<file path="config.mk">
export PLATFORM = sky130hd
export DESIGN_NAME = sid_i2s_tx
export DESIGN_NICKNAME = d
export VERILOG_FILES = /design/src/rtl/sid_i2s_tx.sv
export SDC_FILE = /design/constraint.sdc
export NUM_CORES = 1
export LEC_CHECK = 0
export ABC_AREA = 1
export CAP_MARGIN = 20
export CORE_MARGIN = 2
export CORE_UTILIZATION = 35
export DETAILED_ROUTE_END_ITERATION = 8
export SYNTH_ARGS = -nofsm -noshare
export SYNTH_HDL_FRONTEND = slang
export SYNTH_SLANG_ARGS = --single-unit
</file>
<file path="constraint.sdc">
create_clock -name clk -period 3.15 [get_ports clk]
set_input_delay 0.4725 -clock clk [delete_from_list [all_inputs] [get_ports clk]]
set_output_delay 0.4725 -clock clk [all_outputs]
set_load 0.01 [all_outputs]
</file>
<file path="src/rtl/sid_i2s_tx.sv">
// I2S (Philips) master transmitter for the SID filter's 16-bit mono stream.
// Samples queue in a small FIFO and each one plays on both channels of a 32-slot frame.
module sid_i2s_tx #(
    parameter  int BCLK_DIV   = 4,
    parameter  int FIFO_DEPTH = 4,
    localparam int LW         = $clog2(FIFO_DEPTH + 1)
) (
    input  logic          clk,
    input  logic          n_reset,
    input  logic [15:0]   sample_in,
    input  logic          sample_valid,
    output logic          i2s_bclk,
    output logic          i2s_lrclk,
    output logic          i2s_sdata,
    output logic [LW-1:0] fifo_level,
    output logic          overflow,
    output logic          underflow
);

    localparam int            DW       = (BCLK_DIV > 1) ? $clog2(BCLK_DIV) : 1;
    localparam int            PW       = $clog2(FIFO_DEPTH);
    localparam logic [DW-1:0] DIV_LAST = DW'(BCLK_DIV - 1);
    localparam logic [LW-1:0] LVL_FULL = LW'(FIFO_DEPTH);

    logic [DW-1:0] r_div_cnt;
    logic          r_bclk;
    logic          r_lrclk;
    logic          r_sdata;
    logic [4:0]    r_slot;
    logic [15:0]   r_frame;
    logic [15:0]   r_last_sample;
    logic [15:0]   r_mem [FIFO_DEPTH];
    logic [PW-1:0] r_wr_ptr;
    logic [PW-1:0] r_rd_ptr;
    logic [LW-1:0] r_level;
    logic          r_overflow;
    logic          r_underflow;

    logic          w_div_wrap;
    logic          w_fall_evt;
    logic [4:0]    w_slot_next;
    logic          w_frame_start;
    logic          w_empty;
    logic          w_full;
    logic          w_pop;
    logic          w_push;
    logic [15:0]   w_frame_next;
    logic [3:0]    w_bit_idx;
    logic          w_lrclk_next;
    logic          w_sdata_next;

    assign w_div_wrap    = (r_div_cnt == DIV_LAST);
    assign w_fall_evt    = w_div_wrap & r_bclk;
    assign w_slot_next   = r_slot + 5'd1;
    assign w_frame_start = w_fall_evt & (w_slot_next == 5'd0);

    assign w_empty = (r_level == '0);
    assign w_full  = (r_level == LVL_FULL);
    assign w_pop   = w_frame_start & ~w_empty;
    // A full FIFO still accepts a write when the frame start frees a slot in the same cycle.
    assign w_push  = sample_valid & (~w_full | w_pop);

    assign w_frame_next = w_frame_start ? (w_empty ? r_last_sample : r_mem[r_rd_ptr]) : r_frame;
    // Slots 0..15 and 16..31 both walk the frame MSB first, so the low 4 slot bits pick the bit.
    assign w_bit_idx    = 4'd15 - w_slot_next[3:0];
    assign w_sdata_next = w_frame_next[w_bit_idx];
    assign w_lrclk_next = (w_slot_next >= 5'd15) && (w_slot_next <= 5'd30);

    always_ff @(posedge clk or negedge n_reset) begin
        if (!n_reset) begin
            r_div_cnt <= '0;
            r_bclk    <= 1'b0;
        end else if (w_div_wrap) begin
            r_div_cnt <= '0;
            r_bclk    <= ~r_bclk;
        end else begin
            r_div_cnt <= r_div_cnt + DW'(1);
        end
    end

    always_ff @(posedge clk or negedge n_reset) begin
        if (!n_reset) begin
            r_slot        <= 5'd31;
            r_lrclk       <= 1'b0;
            r_sdata       <= 1'b0;
            r_frame       <= '0;
            r_last_sample <= '0;
        end else if (w_fall_evt) begin
            r_slot  <= w_slot_next;
            r_lrclk <= w_lrclk_next;
            r_sdata <= w_sdata_next;
            r_frame <= w_frame_next;
            if (w_pop) begin
                r_last_sample <= r_mem[r_rd_ptr];
            end
        end
    end

    always_ff @(posedge clk or negedge n_reset) begin
        if (!n_reset) begin
            for (int i = 0; i < FIFO_DEPTH; i++) begin
                r_mem[i] <= '0;
            end
            r_wr_ptr <= '0;
            r_rd_ptr <= '0;
            r_level  <= '0;
        end else begin
            if (w_push) begin
                r_mem[r_wr_ptr] <= sample_in;
                r_wr_ptr        <= r_wr_ptr + PW'(1);
            end
            if (w_pop) begin
                r_rd_ptr <= r_rd_ptr + PW'(1);
            end
            r_level <= r_level + LW'(w_push) - LW'(w_pop);
        end
    end

    always_ff @(posedge clk or negedge n_reset) begin
        if (!n_reset) begin
            r_overflow  <= 1'b0;
            r_underflow <= 1'b0;
        end else begin
            r_overflow  <= sample_valid & w_full & ~w_pop;
            r_underflow <= w_frame_start & w_empty;
        end
    end

    assign i2s_bclk   = r_bclk;
    assign i2s_lrclk  = r_lrclk;
    assign i2s_sdata  = r_sdata;
    assign fifo_level = r_level;
    assign overflow   = r_overflow;
    assign underflow  = r_underflow;

endmodule

</file>
==> run metrics <==
Via density 4.74; hold crit path type register to register; Tightest Pin Transition 606 ps; number of global-route vias before repair 4,297; CP Max Fanout 19; Peak supply drop 0.000399 V; TritonCTS clock tree built; ANT cells 0; Layout area overhead 17.6%; Synth Flop Type dfrtp_1; IO Count 27; Pwr Total 5.62 mW; DRC Markers 0; commonest non-fill, non-tap cell in the layout nand2_1; root buffer cell clkbuf_16; IO buf count 26; Hold Path Depth 1; Leak 3.31 nW; cells after synthesis 614; first-pass GRT wire length 21,300 um; PwrDens 822 nW/um^2; Mean Syn Cell Area 9.47 sq um; post-synthesis cell area 5810 sq um; post-route cell area 6840 sq um; total grt overflow 0; WS Path Type register to register; async set or reset register ratio after synthesis 1.00; H-tree levels 4; Post-Route Skew 10.9 ps; Crit path required time 3480 ps; slew margin rel. 0.594; CP arrival 3340 ps; Pre-Repair DR Iteration Count 5; Max Cap Viol 0; Routed Antenna Nets 0; endpoints failing hold 0; initial antenna violation count 0; Hold WS ~430 ps; first-iteration detailed-routing DRC count approximately 230; layout cells sized above 1 0.164; Avg WL per Cell between 10 and 15 um; clock sink count roughly 120; die width 133 um; Core Area 16,400 sq um; #FFs+latches synth 115; Post-synth EDFFs 0; clk_lat worst skew 410 ps; clock tree buffer depth 2; fin crit period 3010 ps; synthesis warning total 0; total CTS buffers 17; multi-input logic area between 2000 and 3000 sq um; CTS clk-pin slew, worst paths 50 ps; final worst path period share 0.955; DIE AREA 17,700 sq um; cell count of the worst reg-to-reg path 14; Post-Syn Nets 644; GR Util All Layers 0.153; Final nets 675; endpoints failing setup 0; Startpoint Class register; Vias 4,153; status completed; Max Fclk 332 MHz; row count 47; largest net degree at the start of global routing 78; TNS Setup 0 ps; Crit. End Element register; post-synthesis sequential area ratio 0.496; Detailed Place HPWL 8090 um; number of fill cells 1,583; Total Wirelength 12,500 um; commonest non-fill, non-tap cells in the layout nand2_1, dfrtp_1, nand3_1, inv_1, o21ai_0; Netlist cell types 34; GPL Wtd Cong 0.830; Starting Density 0.354; register area between 2000 and 3000 sq um; placed cell area 6220 sq um; chip height 133 um; Slew Viols, Final 0
## routing by layer
metal	part of all wire	wire, um	vias up	global-route usage
li1	-	-	2042	-
met2	0.48	5990	59	0.253
met1	0.47	5890	2032	0.189
met5	0	0	-	0
met3	0.031	385	20	0.0395
met4	0.023	284	0	0.0693
## registers in the layout, indices dropped and copies added (netlist names)
register,count
r_rd_ptr,2
r_slot,5
r_last_sample,16
i2s_lrclk,1
r_wr_ptr,2
fifo_level,3
r_div_cnt,2
i2s_bclk,1
overflow,1
r_frame,16
underflow,1
r_mem,64
i2s_sdata,1
## cells in the mapped netlist (all sizes together) (2+ instances only)
| library cell | n | area, sq um |
|---|---|---|
| nand2 | 199 | 802 |
| dfrtp | 110 | 2750 |
| nand3 | 81 | 418 |
| inv | 55 | 206 |
| mux2 | 44 | 646 |
| o21ai | 41 | 205 |
| nor2 | 20 | 169 |
| buf | 18 | 163 |
| ha | 10 | 125 |
| clkbuf | 8 | 30.0 |
| dfstp | 5 | 131 |
| xor2 | 5 | 43.8 |
| nand4 | 4 | 25.0 |
| a21oi | 3 | 15.0 |
| clkinv | 3 | 11.3 |
| and2 | 2 | 12.5 |
| o211ai | 2 | 15.0 |
## area by class of cell
cell class / count / share of cell area
timing repair buffer: 38 / 0.0541
inverter: 58 / 0.0318
clock inverter: 9 / 0.0155
clock buffer: 22 / 0.0679
tap: 220 / 0.0402
sequential: 115 / 0.422
multi-input combinational: 415 / 0.369
## report_power, final
group	internal (mW)	total, mW	switching (mW)
logic	0.811	1.59	0.781
clock network	1.20	1.84	0.649
registers	1.94	2.19	0.248
total	3.94	5.62	1.68
## kinds of logic (layout without fill, tap and decap cells)
family                   count (synthesis)  count (layout)  share of synthesized area
AND/OR/NAND/NOR                        307             307                      0.246
flip-flops                             115             115                      0.496
adder cells (fa/ha/maj)                 11              11                     0.0250
XOR/XNOR                                 6               6                    0.00904
buffers and inverters                   84             127                     0.0706
multiplexers                            44              44                      0.111
AO/OA/AOI/OAI                           47              47                     0.0420
## final timing paths
path,from,endpoint,slack (ps)
max reg2reg,r_slot[1],fifo_level[2],140
max,r_slot[1],fifo_level[2],140
max in group asynchronous,n_reset,r_mem[6],1770
min,r_div_cnt[0],r_div_cnt[0],430
min reg2reg,r_div_cnt[0],r_div_cnt[0],430
min in group asynchronous,n_reset,r_mem[24],500
## repair_timing
action                                 in CTS  in global routing
setup buffers                               0                  1
endpoints found under the hold margin       0                 16
setup endpoints to repair                   0                  1
hold buffers                                0                  1
resized for setup                           0                  1
## critical path: stages (launching register included)
cell and delay (ps):
dfstp_2 590, ha_2 230, nand2_1 90, nand2_4 130
nand2_4 70, nor2_4 190, nand2_8 130, nand3_4 110
nand2_8 120, ha_1 310, inv_1 40, ha_1 180
fa_1 370, xnor2_1 180, xor2_1 160
## stage by stage
| step | utilization | worst slack (ps) | cells |
|---|---|---|---|
| after floorplan | - | 315 | 614 |
| after global placement | 0.379 | 245 | 843 |
| after detailed placement | 0.379 | 169 | 843 |
| after CTS | 0.414 | 154 | 874 |
| after global routing | 0.417 | -12.0 | 877 |
| final | 0.417 | 140 | 877 |
No activity file was read; power rests on OpenSTA's default activity.
